`config.mk`:
```
export PLATFORM = sky130hd
export DESIGN_NAME = mips_multicycle_core
export DESIGN_NICKNAME = d
export VERILOG_FILES = /design/src/rtl/mips_pkg.sv /design/src/rtl/mips_regfile.sv /design/src/rtl/mips_multicycle_core.sv
export SDC_FILE = /design/constraint.sdc
export NUM_CORES = 1
export LEC_CHECK = 0
export BUFFER_PORTS_ARGS = -buffer_cell sky130_fd_sc_hd__buf_2
export CORE_ASPECT_RATIO = 1.25
export CORE_UTILIZATION = 35
export DETAILED_ROUTE_END_ITERATION = 8
export SETUP_SLACK_MARGIN = 0.2
export SLEW_MARGIN = 20
export SYNTH_ARGS = -nofsm -noshare
export SYNTH_HDL_FRONTEND = slang
export SYNTH_SLANG_ARGS = --single-unit
```
`constraint.sdc`:
```
create_clock -name clk -period 5.4 [get_ports clk]
set_input_delay 1.08 -clock clk [delete_from_list [all_inputs] [get_ports clk]]
set_output_delay 1.08 -clock clk [all_outputs]
set_load 0.02 [all_outputs]
```
`src/rtl/mips_pkg.sv`:
```
// Shared definitions for the multi-cycle MIPS-subset core.
// Holds the FSM state encoding, the supported opcode/funct values, the bit
// positions of the instruction fields and the immediate sign-extension helper.
package mips_pkg;

  typedef enum logic [2:0] {
    S_IDLE   = 3'd0,
    S_FETCH  = 3'd1,
    S_DECODE = 3'd2,
    S_EXEC   = 3'd3,
    S_MEM    = 3'd4,
    S_WB     = 3'd5,
    S_HALT   = 3'd6
  } state_t;

  localparam logic [5:0] OP_RTYPE = 6'h00;
  localparam logic [5:0] OP_J     = 6'h02;
  localparam logic [5:0] OP_JAL   = 6'h03;
  localparam logic [5:0] OP_BEQ   = 6'h04;
  localparam logic [5:0] OP_BNE   = 6'h05;
  localparam logic [5:0] OP_ADDIU = 6'h09;
  localparam logic [5:0] OP_LW    = 6'h23;
  localparam logic [5:0] OP_SW    = 6'h2B;

  localparam logic [5:0] FN_JR    = 6'h08;
  localparam logic [5:0] FN_ADDU  = 6'h21;
  localparam logic [5:0] FN_SUBU  = 6'h23;
  localparam logic [5:0] FN_SLT   = 6'h2A;

  localparam int OP_HI  = 31;
  localparam int OP_LO  = 26;
  localparam int RS_HI  = 25;
  localparam int RS_LO  = 21;
  localparam int RT_HI  = 20;
  localparam int RT_LO  = 16;
  localparam int RD_HI  = 15;
  localparam int RD_LO  = 11;
  localparam int FN_HI  = 5;
  localparam int FN_LO  = 0;
  localparam int IMM_HI = 15;
  localparam int IMM_LO = 0;
  localparam int JT_HI  = 7;
  localparam int JT_LO  = 0;

  localparam logic [4:0] LINK_REG = 5'd31;

  // The helper extends to a fixed wide value; callers size-cast it down to
  // their data width, which also gives the truncation wanted for narrow words.
  localparam int SEXT_W = 64;

  function automatic logic [SEXT_W-1:0] sign_extend16(input logic [15:0] v);
    return {{(SEXT_W-16){v[15]}}, v};
  endfunction

endpackage

```
`src/rtl/mips_regfile.sv`:
```
// 32-entry register file for the MIPS-subset core.
// Ports: clk/rst_n (async active-low clear), clear (synchronous clear of all
// entries), we/waddr/wdata (one synchronous write port), raddr_a/raddr_b with
// rdata_a/rdata_b (two combinational read ports), tap_rdata (combinational view
// of register TAP_REG, used to capture the result on halt).
// Register 0 is never written and always reads as zero.
module mips_regfile
  import mips_pkg::*;
#(
  parameter int DATA_W  = 8,
  parameter int TAP_REG = 2
) (
  input  logic              clk,
  input  logic              rst_n,
  input  logic              clear,
  input  logic              we,
  input  logic [4:0]        waddr,
  input  logic [DATA_W-1:0] wdata,
  input  logic [4:0]        raddr_a,
  input  logic [4:0]        raddr_b,
  output logic [DATA_W-1:0] rdata_a,
  output logic [DATA_W-1:0] rdata_b,
  output logic [DATA_W-1:0] tap_rdata
);

  localparam logic [4:0] TAP = 5'(TAP_REG);

  logic [DATA_W-1:0] regs [32];

  always_ff @(posedge clk or negedge rst_n) begin
    if (!rst_n) begin
      for (int i = 0; i < 32; i++) regs[i] <= '0;
    end else if (clear) begin
      for (int i = 0; i < 32; i++) regs[i] <= '0;
    end else if (we && (waddr != 5'd0)) begin
      regs[waddr] <= wdata;
    end
  end

  assign rdata_a   = (raddr_a == 5'd0) ? '0 : regs[raddr_a];
  assign rdata_b   = (raddr_b == 5'd0) ? '0 : regs[raddr_b];
  assign tap_rdata = (TAP == 5'd0)     ? '0 : regs[TAP];

endmodule

```
`src/rtl/mips_multicycle_core.sv`:
```
// Multi-cycle MIPS-subset processor: every instruction passes through
// FETCH, DECODE, EXEC, MEM and WB (five cycles), then the core fetches again
// or halts.
// Ports: clk, rst_n (async active-low); start (run from pc 0, honoured in
// IDLE/HALT); imem_we/imem_addr/imem_wdata (program load); dmem_we/dmem_addr/
// dmem_wdata (data load) with dmem_rdata (combinational readback at
// dmem_addr); busy (FETCH..WB), done (HALT), fault (sticky error flag),
// pc (current instruction index), result (register RESULT_REG captured on
// entry to HALT).
module mips_multicycle_core
  import mips_pkg::*;
#(
  parameter int DATA_W     = 8,
  parameter int IMEM_DEPTH = 16,
  parameter int DMEM_DEPTH = 16,
  parameter int RESULT_REG = 2
) (
  input  logic                          clk,
  input  logic                          rst_n,
  input  logic                          start,
  input  logic                          imem_we,
  input  logic [$clog2(IMEM_DEPTH)-1:0] imem_addr,
  input  logic [31:0]                   imem_wdata,
  input  logic                          dmem_we,
  input  logic [$clog2(DMEM_DEPTH)-1:0] dmem_addr,
  input  logic [DATA_W-1:0]             dmem_wdata,
  output logic [DATA_W-1:0]             dmem_rdata,
  output logic                          busy,
  output logic                          done,
  output logic                          fault,
  output logic [7:0]                    pc,
  output logic [DATA_W-1:0]             result
);

  localparam int IA_W = $clog2(IMEM_DEPTH);
  localparam int DA_W = $clog2(DMEM_DEPTH);
  localparam logic [4:0] RES_IDX = 5'(RESULT_REG);

  state_t            state, next_state;
  logic [31:0]       ir;
  logic [DATA_W-1:0] a, b, alu_out, mdr;
  logic [7:0]        npc;

  logic [31:0]       imem [IMEM_DEPTH];
  logic [DATA_W-1:0] dmem [DMEM_DEPTH];

  logic [5:0]        op, funct;
  logic [4:0]        rs, rt, rd;
  logic [15:0]       imm16;
  logic [DATA_W-1:0] imm_ext;
  logic [7:0]        jtarget;

  logic              is_alu_r, is_jr, is_load, is_store, is_valid;
  logic              mem_oob, pc_oob, start_ok, enter_halt;
  logic              rf_we;
  logic [4:0]        rf_waddr;
  logic [DATA_W-1:0] rf_wdata, rf_rdata_a, rf_rdata_b, rf_tap, result_next;

  assign op      = ir[OP_HI:OP_LO];
  assign rs      = ir[RS_HI:RS_LO];
  assign rt      = ir[RT_HI:RT_LO];
  assign rd      = ir[RD_HI:RD_LO];
  assign funct   = ir[FN_HI:FN_LO];
  assign imm16   = ir[IMM_HI:IMM_LO];
  assign jtarget = ir[JT_HI:JT_LO];
  assign imm_ext = DATA_W'(sign_extend16(imm16));

  // Instruction classification from the latched instruction word. Anything
  // not recognised here is reported as a fault at the end of EXEC.
  always_comb begin
    is_alu_r = (op == OP_RTYPE) &&
               ((funct == FN_ADDU) || (funct == FN_SUBU) || (funct == FN_SLT));
    is_jr    = (op == OP_RTYPE) && (funct == FN_JR);
    is_load  = (op == OP_LW);
    is_store = (op == OP_SW);
    is_valid = is_alu_r || is_jr || is_load || is_store ||
               (op == OP_J) || (op == OP_JAL) || (op == OP_BEQ) ||
               (op == OP_BNE) || (op == OP_ADDIU);
  end

  // Depths are powers of two, so "address beyond the memory" is simply any
  // set bit above the index width.
  assign mem_oob  = (is_load || is_store) && ((alu_out >> DA_W) != '0);
  assign pc_oob   = ((npc >> IA_W) != 8'd0);
  assign start_ok = start && ((state == S_IDLE) || (state == S_HALT));

  // Write-back selection: R-type ALU results go to rd, jal links into r31,
  // addiu and lw write rt.
  always_comb begin
    rf_we    = (state == S_WB) &&
               (is_load || is_alu_r || (op == OP_ADDIU) || (op == OP_JAL));
    rf_waddr = rt;
    if (is_alu_r)          rf_waddr = rd;
    else if (op == OP_JAL) rf_waddr = LINK_REG;
    rf_wdata = is_load ? mdr : alu_out;
  end

  mips_regfile #(
    .DATA_W  (DATA_W),
    .TAP_REG (RESULT_REG)
  ) u_regfile (
    .clk       (clk),
    .rst_n     (rst_n),
    .clear     (start_ok),
    .we        (rf_we),
    .waddr     (rf_waddr),
    .wdata     (rf_wdata),
    .raddr_a   (rs),
    .raddr_b   (rt),
    .rdata_a   (rf_rdata_a),
    .rdata_b   (rf_rdata_b),
    .tap_rdata (rf_tap)
  );

  // The result register is captured on the same edge that may write back the
  // last instruction, so a write to RESULT_REG is forwarded around the file.
  assign result_next = (rf_we && (rf_waddr == RES_IDX) && (RES_IDX != 5'd0))
                       ? rf_wdata : rf_tap;
  assign enter_halt  = (next_state == S_HALT) && (state != S_HALT);

  always_ff @(posedge clk or negedge rst_n) begin
    if (!rst_n) state <= S_IDLE;
    else        state <= next_state;
  end

  always_comb begin
    next_state = state;
    busy       = 1'b0;
    done       = 1'b0;
    case (state)
      S_IDLE:   if (start) next_state = S_FETCH;
      S_FETCH:  begin busy = 1'b1; next_state = S_DECODE; end
      S_DECODE: begin busy = 1'b1; next_state = S_EXEC; end
      S_EXEC:   begin busy = 1'b1; next_state = is_valid ? S_MEM : S_HALT; end
      S_MEM:    begin busy = 1'b1; next_state = mem_oob ? S_HALT : S_WB; end
      S_WB:     begin busy = 1'b1; next_state = pc_oob ? S_HALT : S_FETCH; end
      S_HALT:   begin done = 1'b1; if (start) next_state = S_FETCH; end
      default:  next_state = S_IDLE;
    endcase
  end

  // Datapath registers. The pc only changes in WB; faulting instructions
  // leave it pointing at themselves.
  always_ff @(posedge clk or negedge rst_n) begin
    if (!rst_n) begin
      pc      <= 8'd0;
      ir      <= 32'd0;
      a       <= '0;
      b       <= '0;
      alu_out <= '0;
      mdr     <= '0;
      npc     <= 8'd0;
      result  <= '0;
      fault   <= 1'b0;
    end else begin
      if (enter_halt) result <= result_next;
      case (state)
        S_IDLE, S_HALT: begin
          if (start) begin
            pc    <= 8'd0;
            fault <= 1'b0;
          end
        end
        S_FETCH:  ir <= imem[pc[IA_W-1:0]];
        S_DECODE: begin
          a <= rf_rdata_a;
          b <= rf_rdata_b;
        end
        S_EXEC: begin
          npc <= pc + 8'd1;
          case (op)
            OP_RTYPE: begin
              case (funct)
                FN_ADDU: alu_out <= a + b;
                FN_SUBU: alu_out <= a - b;
                FN_SLT:  alu_out <= ($signed(a) < $signed(b)) ? DATA_W'(1) : '0;
                FN_JR:   npc     <= a[7:0];
                default: fault   <= 1'b1;
              endcase
            end
            OP_J:   npc <= jtarget;
            OP_JAL: begin
              npc     <= jtarget;
              alu_out <= DATA_W'(pc + 8'd1);
            end
            OP_BEQ: if (a == b) npc <= pc + 8'd1 + imm16[7:0];
            OP_BNE: if (a != b) npc <= pc + 8'd1 + imm16[7:0];
            OP_ADDIU, OP_LW, OP_SW: alu_out <= a + imm_ext;
            default: fault <= 1'b1;
          endcase
        end
        S_MEM: begin
          if (mem_oob)      fault <= 1'b1;
          else if (is_load) mdr   <= dmem[alu_out[DA_W-1:0]];
        end
        S_WB:    pc <= npc;
        default: ;
      endcase
    end
  end

  // Memories are not reset. External loads are accepted only while the core
  // is not running, so they can never collide with an internal store.
  always_ff @(posedge clk) begin
    if (imem_we && !busy) imem[imem_addr] <= imem_wdata;
    if (dmem_we && !busy)
      dmem[dmem_addr] <= dmem_wdata;
    else if ((state == S_MEM) && is_store && !mem_oob)
      dmem[alu_out[DA_W-1:0]] <= b;
  end

  assign dmem_rdata = dmem[dmem_addr];

endmodule

```
# ---- Yosys cells after proc, flatten, opt, wreduce, memory -nomap -nowiden
# Memories as Yosys holds them, arrays and structs flattened. A register that Yosys moved wholly into a read port is not among the register bits.
# Index checks and enable logic that the tools add are counted.
dict set report totals {
  ff_bits 308
  mem_bits_rw 640
  input_bits 53
  out_inout_bits 27
  wordCells 185
  n_memories 2
}
# name words word_bits rd rd_clocked_by_memory_dff write_ports line
set mem_list {}
lappend mem_list {imem 16 32 1 1 1 mips_multicycle_core.sv:44} ;# logic [31:0] imem [IMEM_DEPTH];
lappend mem_list {dmem 16 8 2 1 1 mips_multicycle_core.sv:45} ;# logic [DATA_W-1:0] dmem [DMEM_DEPTH];
dict set report classes {
  n_addsub 5
  magnitude_cmp 5
  eq_ne 27
  n_mux 48
  bitwise 4
  reduce_logical 54
}
# operator n
set op_table {}
lappend op_table {{256-bit 2-to-1 mux} 2}
lappend op_table {{256-bit bitwise mux} 1}
lappend op_table {{8-bit 2-to-1 mux} 14}
lappend op_table {{8-bit binary-select mux with 5-bit select} 2}
lappend op_table {{8-bit one-hot mux with 3 select lines} 2}
lappend op_table {{8-bit demux with 5-bit select} 1}
lappend op_table {{8-bit one-hot mux with 4 select lines} 1}
lappend op_table {{6-bit == test, second input constant} 5}
lappend op_table {{8-bit adder} 3}
lappend op_table {{6-bit greater-or-equal comparator, second input constant} 3}
lappend op_table {{5-bit NOT with 6-bit output} 3}
lappend op_table {{3-bit one-hot mux with 6 select lines} 1}
lappend op_table {{8-bit one-hot mux with 2 select lines} 1}
lappend op_table {{8-bit nonzero test} 2}
lappend op_table {{1-bit logical OR} 15}
lappend op_table {{1-bit 2-to-1 mux} 14}
lappend op_table {{1-bit logical AND} 13}
lappend op_table {{3-bit == test, second input constant} 4}
lappend op_table {{6-bit by 2-bit == test with 1-bit output, second input constant} 2}
lappend op_table {{6-bit by 3-bit == test with 1-bit output, second input constant} 2}
lappend op_table {{6-bit by 4-bit == test with 1-bit output, second input constant} 2}
lappend op_table {{5-bit logical NOT} 2}
lappend op_table {{5-bit 2-to-1 mux} 2}
lappend op_table {{8-bit by 1-bit adder with 8-bit output, second input constant} 1}
lappend op_table {{other kinds (33)} 45}

# ---- Depth between registers and ports, before layout
# Gate-level depths: netlist of the first run.
dict set report logic_depth {
  depth_word 16
  mapped_depth 14
  depth_no_buf 10
}

# ---- Modules after synthesis
# A second synthesis of the first run with hierarchy kept.
dict set report hier_totals {
  cells_unflattened 3251
  area_unflattened_um2 44452.6
}
# module n_inst cells_each area_each_um2 seq_area_each_um2
set by_module_without_submodules {}
lappend by_module_without_submodules {mips_multicycle_core 1 1702 29279.3 20004.2}
lappend by_module_without_submodules {mips_regfile 1 1549 15173.3 6406.1}

# ---- Worst setup path after synthesis of the first run
# OpenSTA, ideal clock, no wires.
dict set report synth_path {
  kind {input port to output port}
  startpoint {input port dmem_addr[0]}
  endpoint {output port dmem_rdata[0]}
  t_arrival_ns 3.033
  required_ns 4.320
  path_slack_ns 1.287
  path_stages 4
  path_buffers 2
  path_cell_list {clkbuf_1 > buf_1 > mux4_2 > mux4_2}
}
dict set report synth_via {
  elab_chain_cells 1
}
# element line
set synth_lines {}
lappend synth_lines {{start, declared} mips_multicycle_core.sv:25} ;# input logic [$clog2(DMEM_DEPTH)-1:0] dmem_addr,
lappend synth_lines {{memory read 16 x 8 bit} --}
lappend synth_lines {{end, declared} mips_multicycle_core.sv:27} ;# output logic [DATA_W-1:0] dmem_rdata,
# No other way between the ends.

# ---- Final worst setup path of the first run
dict set report layout_path {
  startpoint {input port dmem_addr[0]}
  endpoint {output port dmem_rdata[6]}
}
# The elaborated chain is that of the path after synthesis.

==> impl_metrics.py, run 1 <==
metrics = {
    "outcome": {
        "outcome": "finished clean",
    },
    "sta": {
        "finalSetupViolations": 0,
        "rsz0062_at_grt": "no",
        "timing.hold.ws_ns": 0.404,
        "fmaxAchievable_ghz": 0.230,
        "fin_crit_ns": 4.35,
        "drv_slew": 0,
        "postLayoutSetupSlackWorst_ns": 1.05,
        "hold_viol": 0,
        "finalClockSkew_ns": 0.0694,
        "setup_tns_ns": 0,
        "period_share": 0.805,
        "worst_pin_slew_ns": 1.12,
        "timing.slew.headroom": 0.253,
    },
    "yosys": {
        "synth_cell_types": 82,
        "syn_area_per_cell_um2": 15.0,
        "synth_area_mm2": 0.0442,
        "synth-seq-area-share": 0.598,
        "synthArstFlopShare": 0.368,
        "synth_edf_count": 592,
        "synthesis.nets": 3028,
        "synthFlopType": "edfxtp_1",
        "ys_ff_latch": 937,
        "synthCells": 2941,
        "synth_warnings": 0,
    },
    "detailed_routing": {
        "via_per_inst": 5.52,
        "route.detailed.drc": 0,
        "avgRoutedWirePerCell_um": 25.1,
        "firstDrtPassIters": 5,
        "vias": 25883,
        "ant_nets": 0,
        "wirelength_um": 118000,
        "drtIter0Drc": 2362,
    },
    "floorplan": {
        "dieArea_mm2": 0.128,
        "io_pins": 80,
        "rows": 145,
        "initial_utilization": 0.353,
        "die_h_um": 399,
        "fp.dieW_um": 320,
        "core_mm2": 0.125,
    },
    "worst_setup_path": {
        "cp_cell_sequence": "buf_2 > buf_4 > mux4_2 > mux4_2 > buf_2",
        "cp_slowest_stage_delay_ns": 0.69,
        "path_max_fanout": 26,
        "cpMaxStageDelayCell": "buf_2",
        "startpoint_type": "primary input",
        "reg2reg_slack_ns": 1.84,
        "critical_path_required_ns": 4.32,
        "end_kind": "primary output",
        "r2r-end": "result[2]",
        "reg2reg_depth": 6,
        "crit_type": "in -> out",
        "crit-reg2reg-launch": "ir[27]",
        "cp.arrival_ns": 3.27,
    },
    "clock_network": {
        "postCtsHoldBufs": 0,
        "cts_root_buffer": "clkbuf_16",
        "clock_path_buffers": 3,
        "insertion_delay_ns": 0.72,
        "post_cts_buffers": 0,
        "cts-resized-gates": 0,
        "ctsHtreeMaxLevel": 3,
        "cts_tree": "yes",
        "cts_sinks": 937,
        "path_clk_slew_ns": 0.06,
        "cts_made_buffers": 97,
    },
    "power": {
        "power_switching_mw": 7.51,
        "p_clk_frac": 0.313,
        "power_mw": 21.7,
        "pwr-share-seq": 0.402,
        "pwr-share-comb": 0.285,
        "pwr_density_cell_mw_per_mm2": 435,
        "netSwitchingFraction": 0.346,
        "leakage_nw": 19.1,
        "power.internal_mw": 14.2,
        "ir_worst_vdd_mv": 0.317,
    },
    "global_routing": {
        "grt_pass1_wl_um": 177000,
        "grt_max_degree": 102,
        "first_global_vias": 26790,
        "grtUsageTotal": 0.186,
        "grt_overflow": 0,
        "grt_antenna_before_repair": 11,
    },
    "place": {
        "post-place-ws_ns": 1.00,
        "gp_congestion": 0.840,
        "dp_hpwl_um": 74700,
        "io_buffer_count": 76,
    },
    "cells_and_area": {
        "final_common_cell": "edfxtp_1",
        "multi_input_area_mm2": 0.0169,
        "regArea_mm2": 0.0264,
        "layout-area-overhead-vs-synth_pct": 12.9,
        "drive_gt1_frac": 0.231,
        "fill_cells": 11399,
        "layout_common_cells": "592 x edfxtp_1, 369 x nand2_1, 368 x mux2i_1",
        "nets": 3084,
    },
    "min_path": {
        "hold_path.class": "in -> async",
    },
    "job": {
        "maxCapViolations": 0,
    },
}
## kinds of logic (layout without fill, tap and decap cells)
| logic type | count (synthesis) | after routing | share of synthesized area |
|---|---|---|---|
| xor+xnor | 22 | 22 | 0.00436 |
| simple gates | 630 | 630 | 0.0675 |
| other cells | 0 | 2 | 0 |
| fa+ha+maj | 35 | 35 | 0.0105 |
| mux | 713 | 713 | 0.244 |
| compound gates | 351 | 351 | 0.0533 |
| buf+inv | 253 | 386 | 0.0226 |
| flops | 937 | 937 | 0.598 |
## critical path, delay by kind of cell
| kind | cells | cell delay, ns |
|---|---|---|
| buffers and inverters | 3 | 1.17 |
| muxes | 2 | 0.99 |
## power by group through the flow
stage                     combinational [mW]  sequential [mW]  clock [mW]
final                                   6.20             8.73        6.79
after global routing                    6.63             8.79        7.18
after CTS                               6.21             8.73        6.94
after detailed placement                6.20             8.88           0
after global placement                  6.16             8.86           0
after floorplan                         4.57             8.34           0
## routing by layer
layer	global-route usage	vias up	wire, um	share of wire
li1	-	11484	-	-
met1	0.238	13535	49200	0.42
met2	0.322	673	59600	0.50
met3	0.0298	183	5830	0.049
met4	0.0646	8	3400	0.029
met5	0	-	49	0.00042
## cells in the mapped netlist, types with 13 or more instances
master / count / share of area
edfxtp_1: 592 / 0.40
nand2_1: 369 / 0.031
mux2i_1: 368 / 0.083
dfrtp_1: 345 / 0.20
mux4_2: 283 / 0.14
clkbuf_1: 134 / 0.011
o21ai_0: 90 / 0.010
nor2_1: 89 / 0.0076
mux2_2: 58 / 0.015
a21oi_1: 56 / 0.0063
inv_1: 51 / 0.0043
nor2b_1: 41 / 0.0058
o22ai_1: 41 / 0.0058
buf_2: 33 / 0.0037
buf_1: 32 / 0.0027
ha_1: 30 / 0.0085
o221ai_1: 25 / 0.0050
o31ai_1: 24 / 0.0041
nor3_1: 21 / 0.0024
and2_1: 19 / 0.0027
a21o_1: 14 / 0.0024
a221oi_1: 14 / 0.0028
a221o_1: 13 / 0.0029
nand2b_1: 13 / 0.0018
## worst max-delay path by stage
stage / startpoint / end / slack (ns) / cells past startpoint
after floorplan: dmem_addr[0] / dmem_rdata[0] / 1.29 / 4
after global placement: dmem_addr[0] / dmem_rdata[3] / 0.97 / 5
after detailed placement: dmem_addr[0] / dmem_rdata[6] / 1.00 / 5
after CTS: dmem_addr[0] / dmem_rdata[6] / 1.00 / 5
after global routing: dmem_addr[0] / dmem_rdata[6] / 0.90 / 5
final: dmem_addr[0] / dmem_rdata[6] / 1.05 / 5
## sequential cells by signal, indices dropped and copies added (netlist names), 29 cells and up
register and count:
dmem 128, imem 464, ir 29, u_regfile.regs 248
## through the flow
step	std cells	cell area [um^2]	util
floorplan	2941	44200	-
global placement	4515	46600	0.373
detailed placement	4515	46600	0.373
CTS	4691	49900	0.399
global route	4691	49900	0.399
finish	4693	49900	0.399
## cell type report
| cell class | instances | area share |
|---|---|---|
| Antenna cell | 2 | 0.000100 |
| Inverter | 53 | 0.00399 |
| Timing Repair Buffer | 157 | 0.0215 |
| Tap cell | 1617 | 0.0406 |
| Clock inverter | 43 | 0.0107 |
| Multi-Input combinational cell | 1751 | 0.339 |
| Clock buffer | 133 | 0.0542 |
| Sequential cell | 937 | 0.530 |
Note: power is estimated with default switching activity, not from simulation.
==> inputs of run 2 (changes only) <==
==> constraint.sdc (replaced) <==
create_clock -name clk -period 4.3 [get_ports clk]
set_input_delay 0.86 -clock clk [delete_from_list [all_inputs] [get_ports clk]]
set_output_delay 0.86 -clock clk [all_outputs]
set_load 0.02 [all_outputs]
==> run 2 against run 1 <==
  * Flip-flop and latch count unchanged
  * Design area grew 0.45%
  * Total power grew 25%
  * Clock skew rose by 0.016 ns
  * First-iteration DRC count up 8.0%
  * Sequential share of layout area shrank 0.24 points
  * Cell count up 0.40%
  * Global-route usage rose by 0.085 points
  * Clock-buffer cell count fell by 12
  * Highest routed layer unchanged
==> impl_metrics.py, run 2 (synthesis gave the netlist of run 1 again) <==
metrics = {
    "worst_setup_path": {
        "reg2reg_depth": 6,
        "end_kind": "primary output",
        "critical_path_required_ns": 3.44,
        "startpoint_type": "primary input",
        "crit-reg2reg-launch": "ir[28]",
        "crit_type": "in -> out",
        "reg2reg_slack_ns": 0.73,
        "cp.arrival_ns": 2.91,
        "path_max_fanout": 18,
        "r2r-end": "u_regfile.regs[10]",
    },
    "global_routing": {
        "grtUsageTotal": 0.187,
        "first_global_vias": 26893,
        "grt_overflow": 0,
        "grt_pass1_wl_um": 178000,
        "grt_antenna_before_repair": 9,
        "grt_max_degree": 161,
    },
    "sta": {
        "fmaxAchievable_ghz": 0.266,
        "finalSetupViolations": 0,
        "worst_pin_slew_ns": 1.10,
        "timing.slew.headroom": 0.264,
        "hold_viol": 0,
        "drv_slew": 0,
        "setup_tns_ns": 0,
        "fin_crit_ns": 3.77,
        "period_share": 0.876,
        "finalClockSkew_ns": 0.0858,
        "rsz0062_at_grt": "no",
    },
    "min_path": {
        "hold_path.class": "in -> async",
    },
    "outcome": {
        "outcome": "finished clean",
    },
    "cells_and_area": {
        "largest_reg_flops": 464,
        "largest_register": "imem",
        "final_common_cell": "edfxtp_1",
        "reg.largest.list": "imem (464), u_regfile.regs (248), dmem (128)",
        "drive_gt1_frac": 0.236,
        "layout_common_cells": "592 x edfxtp_1, 369 x nand2_1, 368 x mux2i_1",
        "layout-area-overhead-vs-synth_pct": 13.4,
        "final_util": 0.401,
        "nets": 3104,
    },
    "floorplan": {
        "die_h_um": 399,
        "io_pins": 80,
        "rows": 145,
        "core_mm2": 0.125,
        "dieArea_mm2": 0.128,
        "initial_utilization": 0.353,
        "fp.dieW_um": 320,
    },
    "clock_network": {
        "cts_made_buffers": 94,
        "cts_root_buffer": "clkbuf_16",
        "postCtsHoldBufs": 0,
        "insertion_delay_ns": 0.74,
        "cts_tree": "yes",
        "path_clk_slew_ns": 0.07,
        "cts-resized-gates": 0,
        "post_cts_buffers": 0,
        "clock_path_buffers": 3,
        "cts_sinks": 937,
        "ctsHtreeMaxLevel": 3,
    },
    "detailed_routing": {
        "firstDrtPassIters": 6,
        "drtIter0Drc": 2550,
        "ant_nets": 0,
        "vias": 26053,
        "via_per_inst": 5.53,
        "route.detailed.drc": 0,
        "avgRoutedWirePerCell_um": 25.2,
        "wirelength_um": 119000,
    },
    "place": {
        "dp_hpwl_um": 77500,
        "gp_congestion": 0.880,
        "io_buffer_count": 76,
    },
    "power": {
        "ir_worst_vdd_mv": 0.317,
        "leakage_nw": 19.2,
        "pwr_density_cell_mw_per_mm2": 543,
    },
    "job": {
        "maxCapViolations": 0,
    },
}
## run 2: cell count changes in the layout (fill, tap and decap cells not counted), moves of 3 or more
cell / change
clkbuf_16: -4
buf_12: +10
nor2_1: +4
clkbuf_8: -4
clkinv_2: +3
clkbuf_1: -4
buf_4: +13
nor2_2: -4
## run 2: how the worst max path moves through the flow
stage,from,endpoint,slack [ns],depth (start not counted)
CTS,dmem_addr[0],dmem_rdata[3],0.46,5
floorplan,state[1],imem[0][0],0.49,6
global route,dmem_addr[0],dmem_rdata[3],0.41,5
finish,dmem_addr[0],dmem_rdata[3],0.53,5
global placement,dmem_addr[0],dmem_rdata[3],0.50,5
detailed placement,dmem_addr[0],dmem_rdata[3],0.47,5
## run 2: critical path, cell delays in order
cell and delay [ns]:
buf_2 0.54, buf_4 0.29, mux4_2 0.53, mux4_2 0.50, buf_2 0.18
## run 2: metal layers
layer  track usage  vias up  share of wire
met4        0.0749        4          0.037
met2         0.322      722           0.50
met3        0.0243      200          0.049
met5             0        -        0.00026
li1              -    11505              -
met1         0.239    13622           0.41
## run 2: area by class of cell
type,instances,area (um^2)
Clock buffer,121,2530
Antenna cell,1,2.50
Sequential cell,937,26400
Multi-Input combinational cell,1751,16900
Inverter,53,199
Clock inverter,52,654
Fill cell,11478,74900
Timing Repair Buffer,180,1370
Tap cell,1617,2020
## run 2: stage by stage
step / total power [mW] / worst slack, ns / hold WS [ns] / instance area [um^2] / cells
after floorplan: 16.2 / 0.485 / 0.449 / 44200 / 2941
after detailed placement: 19.1 / 0.472 / 0.478 / 46900 / 4538
after global routing: 28.4 / 0.405 / 0.143 / 50100 / 4711
final: 27.2 / 0.535 / 0.125 / 50100 / 4712
after CTS: 27.5 / 0.463 / 0.100 / 50100 / 4711
after global placement: 19.0 / 0.502 / 0.469 / 46900 / 4538
## run 2: power breakdown
| group | internal (mW) | switching, mW | total, mW |
|---|---|---|---|
| Combinational | 3.06 | 4.80 | 7.86 |
| Clock | 4.76 | 3.63 | 8.38 |
| Sequential | 10.0 | 0.957 | 11.0 |
| Total | 17.8 | 9.38 | 27.2 |
==> inputs of run 3 (changes only) <==
--- a/config.mk
+++ b/config.mk
@@ -9,6 +9,7 @@
 export CORE_ASPECT_RATIO = 1.25
 export CORE_UTILIZATION = 35
 export DETAILED_ROUTE_END_ITERATION = 8
+export PLACE_DENSITY = 0.52
 export SETUP_SLACK_MARGIN = 0.2
 export SLEW_MARGIN = 20
 export SYNTH_ARGS = -nofsm -noshare
==> run 3 against run 2 <==
  * Design area rose by 0.55%
  * Non-clock buffer count rose by 5
  * Total power is 2.5% higher
  * Maximum frequency rose by 4.3%
  * Sequential share of layout area is 0.29 points lower
  * Highest routed layer unchanged
==> impl_metrics.py, run 3 (synthesis gave the netlist of run 1 again) <==
metrics = {
    "clock_network": {
        "clock_path_buffers": 3,
        "cts_sinks": 937,
        "cts_tree": "yes",
        "postCtsHoldBufs": 0,
        "cts-resized-gates": 0,
        "insertion_delay_ns": 0.74,
        "cts_root_buffer": "clkbuf_16",
        "path_clk_slew_ns": 0.06,
        "cts_made_buffers": 100,
        "post_cts_buffers": 0,
        "ctsHtreeMaxLevel": 3,
    },
    "floorplan": {
        "dieArea_mm2": 0.128,
        "die_h_um": 399,
        "initial_utilization": 0.353,
        "core_mm2": 0.125,
        "io_pins": 80,
        "fp.dieW_um": 320,
        "rows": 145,
    },
    "sta": {
        "timing.slew.headroom": 0.261,
        "rsz0062_at_grt": "no",
        "drv_slew": 0,
        "fmaxAchievable_ghz": 0.277,
        "finalSetupViolations": 0,
        "setup_tns_ns": 0,
        "postLayoutSetupSlackWorst_ns": 0.690,
        "worst_pin_slew_ns": 1.11,
        "period_share": 0.840,
        "hold_viol": 0,
        "finalClockSkew_ns": 0.0719,
        "fin_crit_ns": 3.61,
    },
    "cells_and_area": {
        "reg.largest.list": "imem (464), u_regfile.regs (248), dmem (128)",
        "nets": 3115,
        "drive_gt1_frac": 0.239,
        "final_util": 0.403,
        "largest_register": "imem",
        "fill_cells": 11373,
        "layout-area-overhead-vs-synth_pct": 14.1,
        "largest_reg_flops": 464,
        "final_common_cell": "edfxtp_1",
        "layout_common_cells": "592 x edfxtp_1, 369 x nand2_1, 368 x mux2i_1",
    },
    "global_routing": {
        "met2_usage": 0.353,
        "grt_use_met1": 0.250,
        "grtUsageTotal": 0.200,
        "gr-max-usage-layer": "met2",
        "grt_pass1_wl_um": 188000,
        "use_met3": 0.0278,
        "grt_overflow": 0,
        "grt_antenna_before_repair": 8,
        "grt_max_degree": 99,
        "first_global_vias": 27985,
    },
    "detailed_routing": {
        "drtIter0Drc": 2248,
        "firstDrtPassIters": 5,
        "wirelength_um": 126000,
        "avgRoutedWirePerCell_um": 26.7,
        "route.detailed.drc": 0,
        "via_per_inst": 5.61,
        "vias": 26524,
        "ant_nets": 0,
    },
    "power": {
        "power_mw": 27.9,
        "power_switching_mw": 9.66,
        "p_clk_frac": 0.319,
        "leakage_nw": 19.4,
        "pwr-share-comb": 0.285,
        "pwr-share-seq": 0.396,
        "netSwitchingFraction": 0.346,
        "pwr_density_cell_mw_per_mm2": 554,
        "ir_worst_vdd_mv": 0.413,
        "power.internal_mw": 18.3,
    },
    "outcome": {
        "outcome": "finished clean",
    },
    "worst_setup_path": {
        "reg2reg_slack_ns": 0.82,
        "startpoint_type": "primary input",
        "crit_type": "in -> out",
        "end_kind": "primary output",
        "crit_start": "dmem_addr[1]",
        "path_max_fanout": 35,
        "cp.arrival_ns": 2.75,
        "reg2reg_depth": 6,
        "critical_path_required_ns": 3.44,
        "r2r-end": "u_regfile.regs[65]",
        "crit-reg2reg-launch": "ir[28]",
    },
    "job": {
        "maxCapViolations": 0,
    },
    "min_path": {
        "hold_path.class": "in -> async",
    },
    "place": {
        "io_buffer_count": 76,
        "dp_hpwl_um": 82200,
        "post-place-ws_ns": 0.687,
        "gp_congestion": 0.872,
    },
}
-- run 3: cell types whose count changed in the layout (fill, tap and decap cells not counted), moves of 2 or more --
| cell | before | now |
|---|---|---|
| clkbuf_16 | 94 | 100 |
| bufinv_16 | 9 | 13 |
| clkbuf_8 | 8 | 3 |
| clkinv_4 | 1 | 3 |
| buf_12 | 16 | 18 |
| clkinv_2 | 15 | 17 |
| clkbuf_1 | 19 | 21 |
| buf_4 | 88 | 91 |
-- run 3: how the worst max path moves through the flow --
stage                          end  slack [ns]
6_report             dmem_rdata[1]        0.69
5_1_grt        u_regfile.regs[227]        0.65
4_1_cts              dmem_rdata[1]        0.68
3_5_place_dp         dmem_rdata[1]        0.69
3_3_place_gp         dmem_rdata[4]        0.71
2_1_floorplan           imem[0][0]        0.49
-- run 3: area by class of cell --
| type | instances | area [um^2] | share of cell area |
|---|---|---|---|
| Tap cell | 1617 | 2020 | 0.0402 |
| Inverter | 53 | 199 | 0.00395 |
| Sequential cell | 937 | 26400 | 0.525 |
| Antenna cell | 1 | 2.50 | 0.0000497 |
| Timing Repair Buffer | 185 | 1430 | 0.0285 |
| Clock buffer | 124 | 2620 | 0.0520 |
| Multi-Input combinational cell | 1751 | 16900 | 0.335 |
| Clock inverter | 58 | 772 | 0.0153 |
-- run 3: per-stage QoR --
step | hold WS, ns | instance area, um^2 | cells
after floorplan | 0.449 | 44200 | 2941
after global placement | 0.468 | 47000 | 4543
after detailed placement | 0.469 | 47000 | 4543
after CTS | 0.201 | 50400 | 4725
after global routing | 0.235 | 50400 | 4725
final | 0.175 | 50400 | 4726
-- run 3: routing by layer --
layer,vias to the layer above,routed length (um)
met4,12,3810
met2,666,65100
met5,-,69
li1,11547,-
met3,205,5220
met1,14094,51900
-- run 3: critical path: stages --
cell and delay, ns:
buf_2 0.72, mux4_2 0.42, mux4_2 0.53, buf_2 0.19
-- run 3: power groups by stage --
stage	Clock, mW	Sequential [mW]	Combinational [mW]
after global routing	9.46	11.1	8.52
final	8.91	11.1	7.95
after CTS	9.12	11.1	8.01
after global placement	0	11.2	7.89
after detailed placement	0	11.2	7.99
after floorplan	0	10.5	5.75
